[src/rtl/commit_retire.sv]
// In-order retirement stage: pops the finished prefix at the ROB head and
// walks the ROB on a head exception. Optional macro: COMMIT_RETIRE_COUNTER_EN.
package commit_retire_pkg;
   localparam int PHY_W = 6;

   typedef enum logic [3:0] {
      EXC_INSN_MISALIGN  = 4'd0,
      EXC_INSN_FAULT     = 4'd1,
      EXC_ILLEGAL        = 4'd2,
      EXC_BREAKPOINT     = 4'd3,
      EXC_LOAD_MISALIGN  = 4'd4,
      EXC_LOAD_FAULT     = 4'd5,
      EXC_STORE_MISALIGN = 4'd6,
      EXC_STORE_FAULT    = 4'd7,
      EXC_ECALL_U        = 4'd8,
      EXC_ECALL_S        = 4'd9,
      EXC_RSVD_10        = 4'd10,
      EXC_ECALL_M        = 4'd11
   } riscv_exception_t;

   typedef struct packed {
      logic             finish;
      logic             has_exception;
      riscv_exception_t exception_id;
      logic [31:0]      pc;
      logic [31:0]      exception_value;
      logic [PHY_W-1:0] new_phy_reg_id;
      logic [PHY_W-1:0] old_phy_reg_id;
      logic             old_phy_reg_id_valid;
   } rob_item_t;
endpackage

module commit_retire
   import commit_retire_pkg::*;
#(
   parameter int COMMIT_WIDTH     = 4,
   parameter int ROB_ID_WIDTH     = 5,
   parameter int PHY_REG_ID_WIDTH = PHY_W
) (
   input  logic                        clk,
   input  logic                        rst,
   input  logic [ROB_ID_WIDTH-1:0]     rob_commit_retire_head_id,
   input  logic                        rob_commit_retire_head_id_valid,
   output logic [COMMIT_WIDTH-1:0][ROB_ID_WIDTH-1:0] commit_rob_retire_id,
   input  rob_item_t [COMMIT_WIDTH-1:0] rob_commit_retire_data,
   input  logic [COMMIT_WIDTH-1:0]     rob_commit_retire_id_valid,
   output logic [COMMIT_WIDTH-1:0]     commit_rob_retire_pop,
   input  logic [ROB_ID_WIDTH-1:0]     rob_commit_flush_tail_id,
   input  logic                        rob_commit_flush_tail_id_valid,
   output logic [ROB_ID_WIDTH-1:0]     commit_rob_flush_id,
   input  rob_item_t                   rob_commit_flush_data,
   input  logic [ROB_ID_WIDTH-1:0]     rob_commit_flush_next_id,
   input  logic                        rob_commit_flush_next_id_valid,
   output logic                        commit_rob_flush,
   output logic [COMMIT_WIDTH-1:0][PHY_REG_ID_WIDTH-1:0] commit_phy_release_id,
   output logic [COMMIT_WIDTH-1:0]     commit_phy_release_valid,
   output logic [PHY_REG_ID_WIDTH-1:0] commit_rat_restore_new_id,
   output logic [PHY_REG_ID_WIDTH-1:0] commit_rat_restore_old_id,
   output logic                        commit_rat_restore_valid,
   output logic                        commit_exception_valid,
   output logic [31:0]                 commit_exception_pc,
   output riscv_exception_t            commit_exception_id,
   output logic [31:0]                 commit_exception_value,
   output logic [63:0]                 commit_retired_count
);

   typedef enum logic [1:0] {
      IDLE  = 2'd0,
      WALK  = 2'd1,
      FLUSH = 2'd2
   } state_t;

   state_t                  state_q, state_d;
   logic [ROB_ID_WIDTH-1:0] flush_id_q, flush_id_d;
   logic [31:0]             exc_pc_q, exc_pc_d;
   logic [31:0]             exc_val_q, exc_val_d;
   riscv_exception_t        exc_id_q, exc_id_d;
   logic [COMMIT_WIDTH-1:0] pop;
   logic [COMMIT_WIDTH-1:0] rel_v_q, rel_v_d;
   logic [COMMIT_WIDTH-1:0][PHY_REG_ID_WIDTH-1:0] rel_id_q, rel_id_d;
   logic                    head_exc;
   logic                    unused_bits;

   // Unread struct fields (pc of younger slots etc.) are sunk here.
   assign unused_bits = ^{rob_commit_retire_data, rob_commit_flush_data};

   // Finished, exception-free prefix starting at the head slot.
   always_comb begin
      logic run;
      pop = '0;
      run = (state_q == IDLE) && rob_commit_retire_head_id_valid;
      for (int i = 0; i < COMMIT_WIDTH; i++) begin
         run = run
             & rob_commit_retire_id_valid[i]
             & rob_commit_retire_data[i].finish
             & ~rob_commit_retire_data[i].has_exception;
         pop[i] = run;
      end
   end

   assign head_exc = (state_q == IDLE)
                   & rob_commit_retire_head_id_valid
                   & rob_commit_flush_tail_id_valid
                   & rob_commit_retire_id_valid[0]
                   & rob_commit_retire_data[0].finish
                   & rob_commit_retire_data[0].has_exception;

   // Next state: enter the walk from the tail on a head trap.
   always_comb begin
      state_d    = state_q;
      flush_id_d = flush_id_q;
      exc_pc_d   = exc_pc_q;
      exc_val_d  = exc_val_q;
      exc_id_d   = exc_id_q;
      unique case (state_q)
         IDLE: begin
            if (head_exc) begin
               state_d    = WALK;
               flush_id_d = rob_commit_flush_tail_id;
               exc_pc_d   = rob_commit_retire_data[0].pc;
               exc_val_d  = rob_commit_retire_data[0].exception_value;
               exc_id_d   = rob_commit_retire_data[0].exception_id;
            end
         end
         WALK: begin
            if (rob_commit_flush_next_id_valid) begin
               flush_id_d = rob_commit_flush_next_id;
            end else begin
               state_d = FLUSH;
            end
         end
         FLUSH: state_d = IDLE;
         default: state_d = IDLE;
      endcase
   end

   // Free-list release candidates for the next cycle.
   always_comb begin
      rel_v_d  = '0;
      rel_id_d = '0;
      for (int i = 0; i < COMMIT_WIDTH; i++) begin
         rel_v_d[i] = pop[i]
                    & rob_commit_retire_data[i].old_phy_reg_id_valid;
         if (state_q == IDLE) begin
            rel_id_d[i] = rob_commit_retire_data[i].old_phy_reg_id;
         end
      end
   end

   // State, walk pointer, latched trap fields and release registers.
   always_ff @(posedge clk or negedge rst) begin
      if (!rst) begin
         state_q    <= IDLE;
         flush_id_q <= '0;
         exc_pc_q   <= '0;
         exc_val_q  <= '0;
         exc_id_q   <= EXC_INSN_MISALIGN;
         rel_v_q    <= '0;
         rel_id_q   <= '0;
      end else begin
         state_q    <= state_d;
         flush_id_q <= flush_id_d;
         exc_pc_q   <= exc_pc_d;
         exc_val_q  <= exc_val_d;
         exc_id_q   <= exc_id_d;
         rel_v_q    <= rel_v_d;
         rel_id_q   <= rel_id_d;
      end
   end

   // Slot ids wrap modulo the ROB size; held at zero while in reset.
   always_comb begin
      commit_rob_retire_id = '0;
      for (int i = 0; i < COMMIT_WIDTH; i++) begin
         if (rst) begin
            commit_rob_retire_id[i] =
               rob_commit_retire_head_id + ROB_ID_WIDTH'(i);
         end
      end
   end

   assign commit_rob_retire_pop = rst ? pop : '0;
   assign commit_rob_flush_id   = flush_id_q;
   assign commit_rob_flush      = (state_q == FLUSH);
   assign commit_exception_valid = (state_q == FLUSH);
   assign commit_exception_pc    = exc_pc_q;
   assign commit_exception_id    = exc_id_q;
   assign commit_exception_value = exc_val_q;

   assign commit_rat_restore_valid = (state_q == WALK)
      & rob_commit_flush_data.old_phy_reg_id_valid;
   assign commit_rat_restore_new_id = (state_q == WALK)
      ? rob_commit_flush_data.new_phy_reg_id : '0;
   assign commit_rat_restore_old_id = (state_q == WALK)
      ? rob_commit_flush_data.old_phy_reg_id : '0;

   assign commit_phy_release_valid = (state_q == IDLE) ? rel_v_q : '0;
   assign commit_phy_release_id    = (state_q == IDLE) ? rel_id_q : '0;

`ifdef COMMIT_RETIRE_COUNTER_EN
   logic [63:0] count_q, count_d;

   // Add the number of entries popped this cycle.
   always_comb begin
      count_d = count_q;
      for (int i = 0; i < COMMIT_WIDTH; i++) begin
         count_d = count_d + 64'(pop[i]);
      end
   end

   // Retired-instruction counter register.
   always_ff @(posedge clk or negedge rst) begin
      if (!rst) begin
         count_q <= '0;
      end else begin
         count_q <= count_d;
      end
   end

   assign commit_retired_count = count_q;
`else
   assign commit_retired_count = '0;
`endif

endmodule

[config.mk]
export PLATFORM = sky130hd
export DESIGN_NAME = commit_retire
export DESIGN_NICKNAME = d
export VERILOG_FILES = /design/src/rtl/commit_retire.sv
export SDC_FILE = /design/constraint.sdc
export NUM_CORES = 1
export LEC_CHECK = 0
export ABC_CLOCK_PERIOD_IN_PS = 4550
export CAP_MARGIN = 10
export CORE_AREA = 2 2 251 253
export CTS_CLUSTER_DIAMETER = 120
export DETAILED_ROUTE_END_ITERATION = 16
export DIE_AREA = 0 0 253 255
export MAX_ROUTING_LAYER = met4
export PLACE_DENSITY = 0.39
export SYNTH_ARGS = -nofsm -noshare
export SYNTH_HDL_FRONTEND = slang
export SYNTH_SLANG_ARGS = --single-unit
[constraint.sdc]
create_clock -name clk -period 4.55 [get_ports clk]
set_input_delay 1.365 -clock clk [delete_from_list [all_inputs] [get_ports clk]]
set_output_delay 1.365 -clock clk [all_outputs]
set_load 0.005 [all_outputs]
==> run summary <==
=================================================================================================
Number of endpoints with negative hold slack in the final report                                0
Warning count from the yosys run                                                                0
Worst path setup slack after routing                                                   0.07110 ns
Origin of the worst min-delay path                                                   commit_exception_value[30]
Number of fill cells                                                                        6,970
Share of layout cells above drive strength 1                                               0.1756
Fraction of synthesis flops using an asynchronous set or reset pin                          1.000
Synthesized area                                                                     0.004966 mm²
Number of enable flip-flop cells after synthesis                                                0
Proportion of synthesized chip area in sequential cells                                    0.5190
Cell Count, Final, Fillers Out                                                              1,496
Combined flip-flop and latch cell area                                               0.002577 mm²
Number of DRC markers in iteration 0                                                           81
Placed Cells                                                                                1,472
Maximum buffer depth of the clock tree                                                          2
Number of levels in the clock H-tree                                                            3
Largest net degree at the start of global routing                                              90
Placed standard-cell area                                                            0.008592 mm²
Total of endpoints with negative setup slack in the final report                                0
Die outline width                                                                          253 µm
Net count reported at finish                                                                1,127
Hold Crit Depth                                                                                 1
Final critical-path required period                                                      4.479 ns
Kind of capture point of the worst setup path                                         output port
Drt first pass iters                                                                            4
Clock Latency Late Sink                                                                   0.40 ns
Vias in the first global route                                                              3,973
DRC violation count after routing                                                               0
Fin area                                                                             0.008922 mm²
Area of the die                                                                       0.06452 mm²
Worst slack, placed                                                                    -0.1128 ns
Residual antenna-violating net count after detailed routing                                     0
Data required time at the worst endpoint                                                  3.18 ns
PnR Total Power                                                                          2.894 mW
Slew at the pin closest to its max-slew limit                                           0.7129 ns
Share of the clock period used by the worst path after layout                              0.9844
Post-CTS Setup Bufs                                                                             0
Overall routing resource usage                                                            0.06220
Worst reg-to-reg path cell count                                                                5
Post-synth top flop                                                                  sky130_fd_sc_hd__dfrtp_1
Number of buffers inserted during clock tree synthesis                                          9
Layout Area Growth over Synthesis                                                          79.67%
Largest clock skew in the final design                                                 0.01614 ns
Static leakage                                                                           3.636 nW
Hold Path Sink                                                                       commit_exception_value[30]
Maximum fanout along the worst path                                                             3
Number of vias after detailed routing                                                       3,747
Port buffer count                                                                             280
Gp weighted congestion                                                                     0.6575
Wire length of the first global-routing pass                                             27.18 mm
Average via count per standard cell                                                         2.505
Final WL                                                                                 19.37 mm
Mean Syn Cell Area                                                                      12.64 µm²
CTS tree                                                                                      yes
DIE HEIGHT                                                                                 255 µm
Slew margin rel.                                                                           0.5237
Setup slack, reg-to-reg                                                                   2.26 ns
Maximum clock rate                                                                      223.3 MHz
Startpoint type of the worst setup path                                                 input pin
Commonest non-fill, non-tap cells in the layout                                      sky130_fd_sc_hd__clkdlybuf4s50_1 (274), sky130_fd_sc_hd__dfrtp_1 (103), sky130_fd_sc_hd__and2_1 (79), sky130_fd_sc_hd__conb_1 (64), sky130_fd_sc_hd__mux2_2 (59)
Maximum resistive drop on vdd                                                            188.8 µV
Number of top-level pins                                                                      643
Kind of critical path                                                                input pin to output port
Crit Reg-Reg Endpoint                                                                commit_exception_value[7]
Total grt overflow                                                                              0
Synthesized instance count                                                                    393
Critical path data arrival time                                                           3.11 ns
Clock edge transition at the registers on the reported setup and hold paths               0.08 ns
Number of antenna violations at the first check in global routing                               8
Most common library cell in the layout ignoring fill and taps                        sky130_fd_sc_hd__clkdlybuf4s50_1
Flip-flop and latch count after synthesis                                                     103
Clock tree root buffer cell                                                          sky130_fd_sc_hd__clkbuf_16
RSZ-0062 raised after global routing                                                         true
Startpoint of the worst register-to-register path                                      state_q[1]
Result of the run                                                                    complete, no violations
Power density of the placed cells                                                    324.3 mW/mm²
Footprint of the multi-input gates                                                   0.002038 mm²
Number of max-cap violations                                                                    0
Number of distinct library cell variants in the gate-level netlist after synthesis             32
Half-perimeter wire length after detailed placement                                      15.15 mm
Routed wire per std cell                                                                 12.95 µm
CORE AREA                                                                             0.06216 mm²
Max Slew Vio Count                                                                              0
Clock tree sinks                                                                              103
Effective utilization at floorplan                                                        0.07989
Worst min-delay path category                                                        flop to flop
Number of standard-cell rows in the floorplan                                                  92
=================================================================================================
## cell type report
class / count / area share
flip-flops and latches: 103 / 0.2889
inverters: 4 / 0.001683
clock buffers: 11 / 0.02608
diodes: 8 / 0.002244
repair buffers: 300 / 0.3332
well taps: 799 / 0.1120
clock inverters: 5 / 0.007432
multi-input cells: 266 / 0.2284
## through the flow
| stage | setup TNS [ns] | utilization | hold slack (ns) |
|---|---|---|---|
| after floorplan | 0 | - | 0.5041 |
| after global placement | -0.2466 | 0.1382 | 0.4875 |
| after detailed placement | -0.3333 | 0.1382 | 0.4917 |
| after CTS | 0 | 0.1431 | 0.5104 |
| after global routing | -0.01483 | 0.1435 | 0.5228 |
| final | 0 | 0.1435 | 0.5078 |
## how the worst max path moves through the flow
stage | start | to | slack [ns]
floorplan | rob_commit_retire_head_id[0] | commit_rob_retire_id[19] | 1.03
CTS | rob_commit_retire_id_valid[0] | commit_rob_retire_pop[2] | 0.009
global route | rob_commit_retire_head_id[1] | commit_rob_retire_id[9] | -0.01
global placement | rob_commit_retire_head_id_valid | commit_rob_retire_pop[3] | -0.09
detailed placement | rob_commit_retire_head_id_valid | commit_rob_retire_pop[3] | -0.11
finish | rob_commit_retire_head_id_valid | commit_rob_retire_pop[1] | 0.07
## critical path: stages
cell,delay [ns]
sky130_fd_sc_hd__clkdlybuf4s50_1,0.50
sky130_fd_sc_hd__nand3_2,0.15
sky130_fd_sc_hd__or4_4,0.52
sky130_fd_sc_hd__inv_1,0.07
sky130_fd_sc_hd__clkdlybuf4s50_1,0.51
## power by group
part           leakage (nW)  switching (mW)  total [mW]  internal (mW)
combinational          2.23           0.260       0.855          0.595
sequential             1.26          0.0863        1.17           1.09
clock                 0.142           0.430       0.866          0.436
## kinds of logic (layout without fill, tap and decap cells)
family	after synthesis	after routing	share of synthesized area
simple gates	109	109	0.1373
flops	103	103	0.5190
buf+inv	87	320	0.1224
mux	79	79	0.1943
xor+xnor	6	6	0.01058
fa+ha+maj	4	4	0.01008
compound gates	4	4	0.005542
other cells	1	72	0.0007551
## state kept, by name, indices dropped and copies added, names as in the netlist
name / flops
commit_rob_flush_id: 5
commit_exception_pc: 32
rel_id_q: 24
commit_exception_value: 32
state_q: 2
rel_v_q: 4
commit_exception_id: 4
## cells in the mapped netlist (all sizes together), types with 2 or more instances
library cell,n,area [µm²]
nor2,3,18.77
dfrtp,103,2577
nand3,4,25.02
nand3b,2,15.01
ha,4,50.05
inv,4,15.01
xor2,2,17.52
buf,76,566.8
clkbuf,7,26.28
mux2,79,964.7
nand2,3,11.26
xnor2,4,35.03
nor2b,8,50.05
and2,79,494.2
and3,3,18.77
## repair_timing
item	4_1_cts	5_1_grt
setup endpoints to repair	6	3
gates cloned	0	0
gates resized for setup	6	3
pin swaps	1	1
hold buffers	0	0
endpoints found under the hold margin	0	0
## routing by layer
metal | global-route usage | wire [µm]
met1 | 0.06961 | 7903
met2 | 0.09215 | 8956
met3 | 0.03519 | 2195
met4 | 0.02249 | 318
met5 | - | 0
Power figures use the tool's default switching activity.
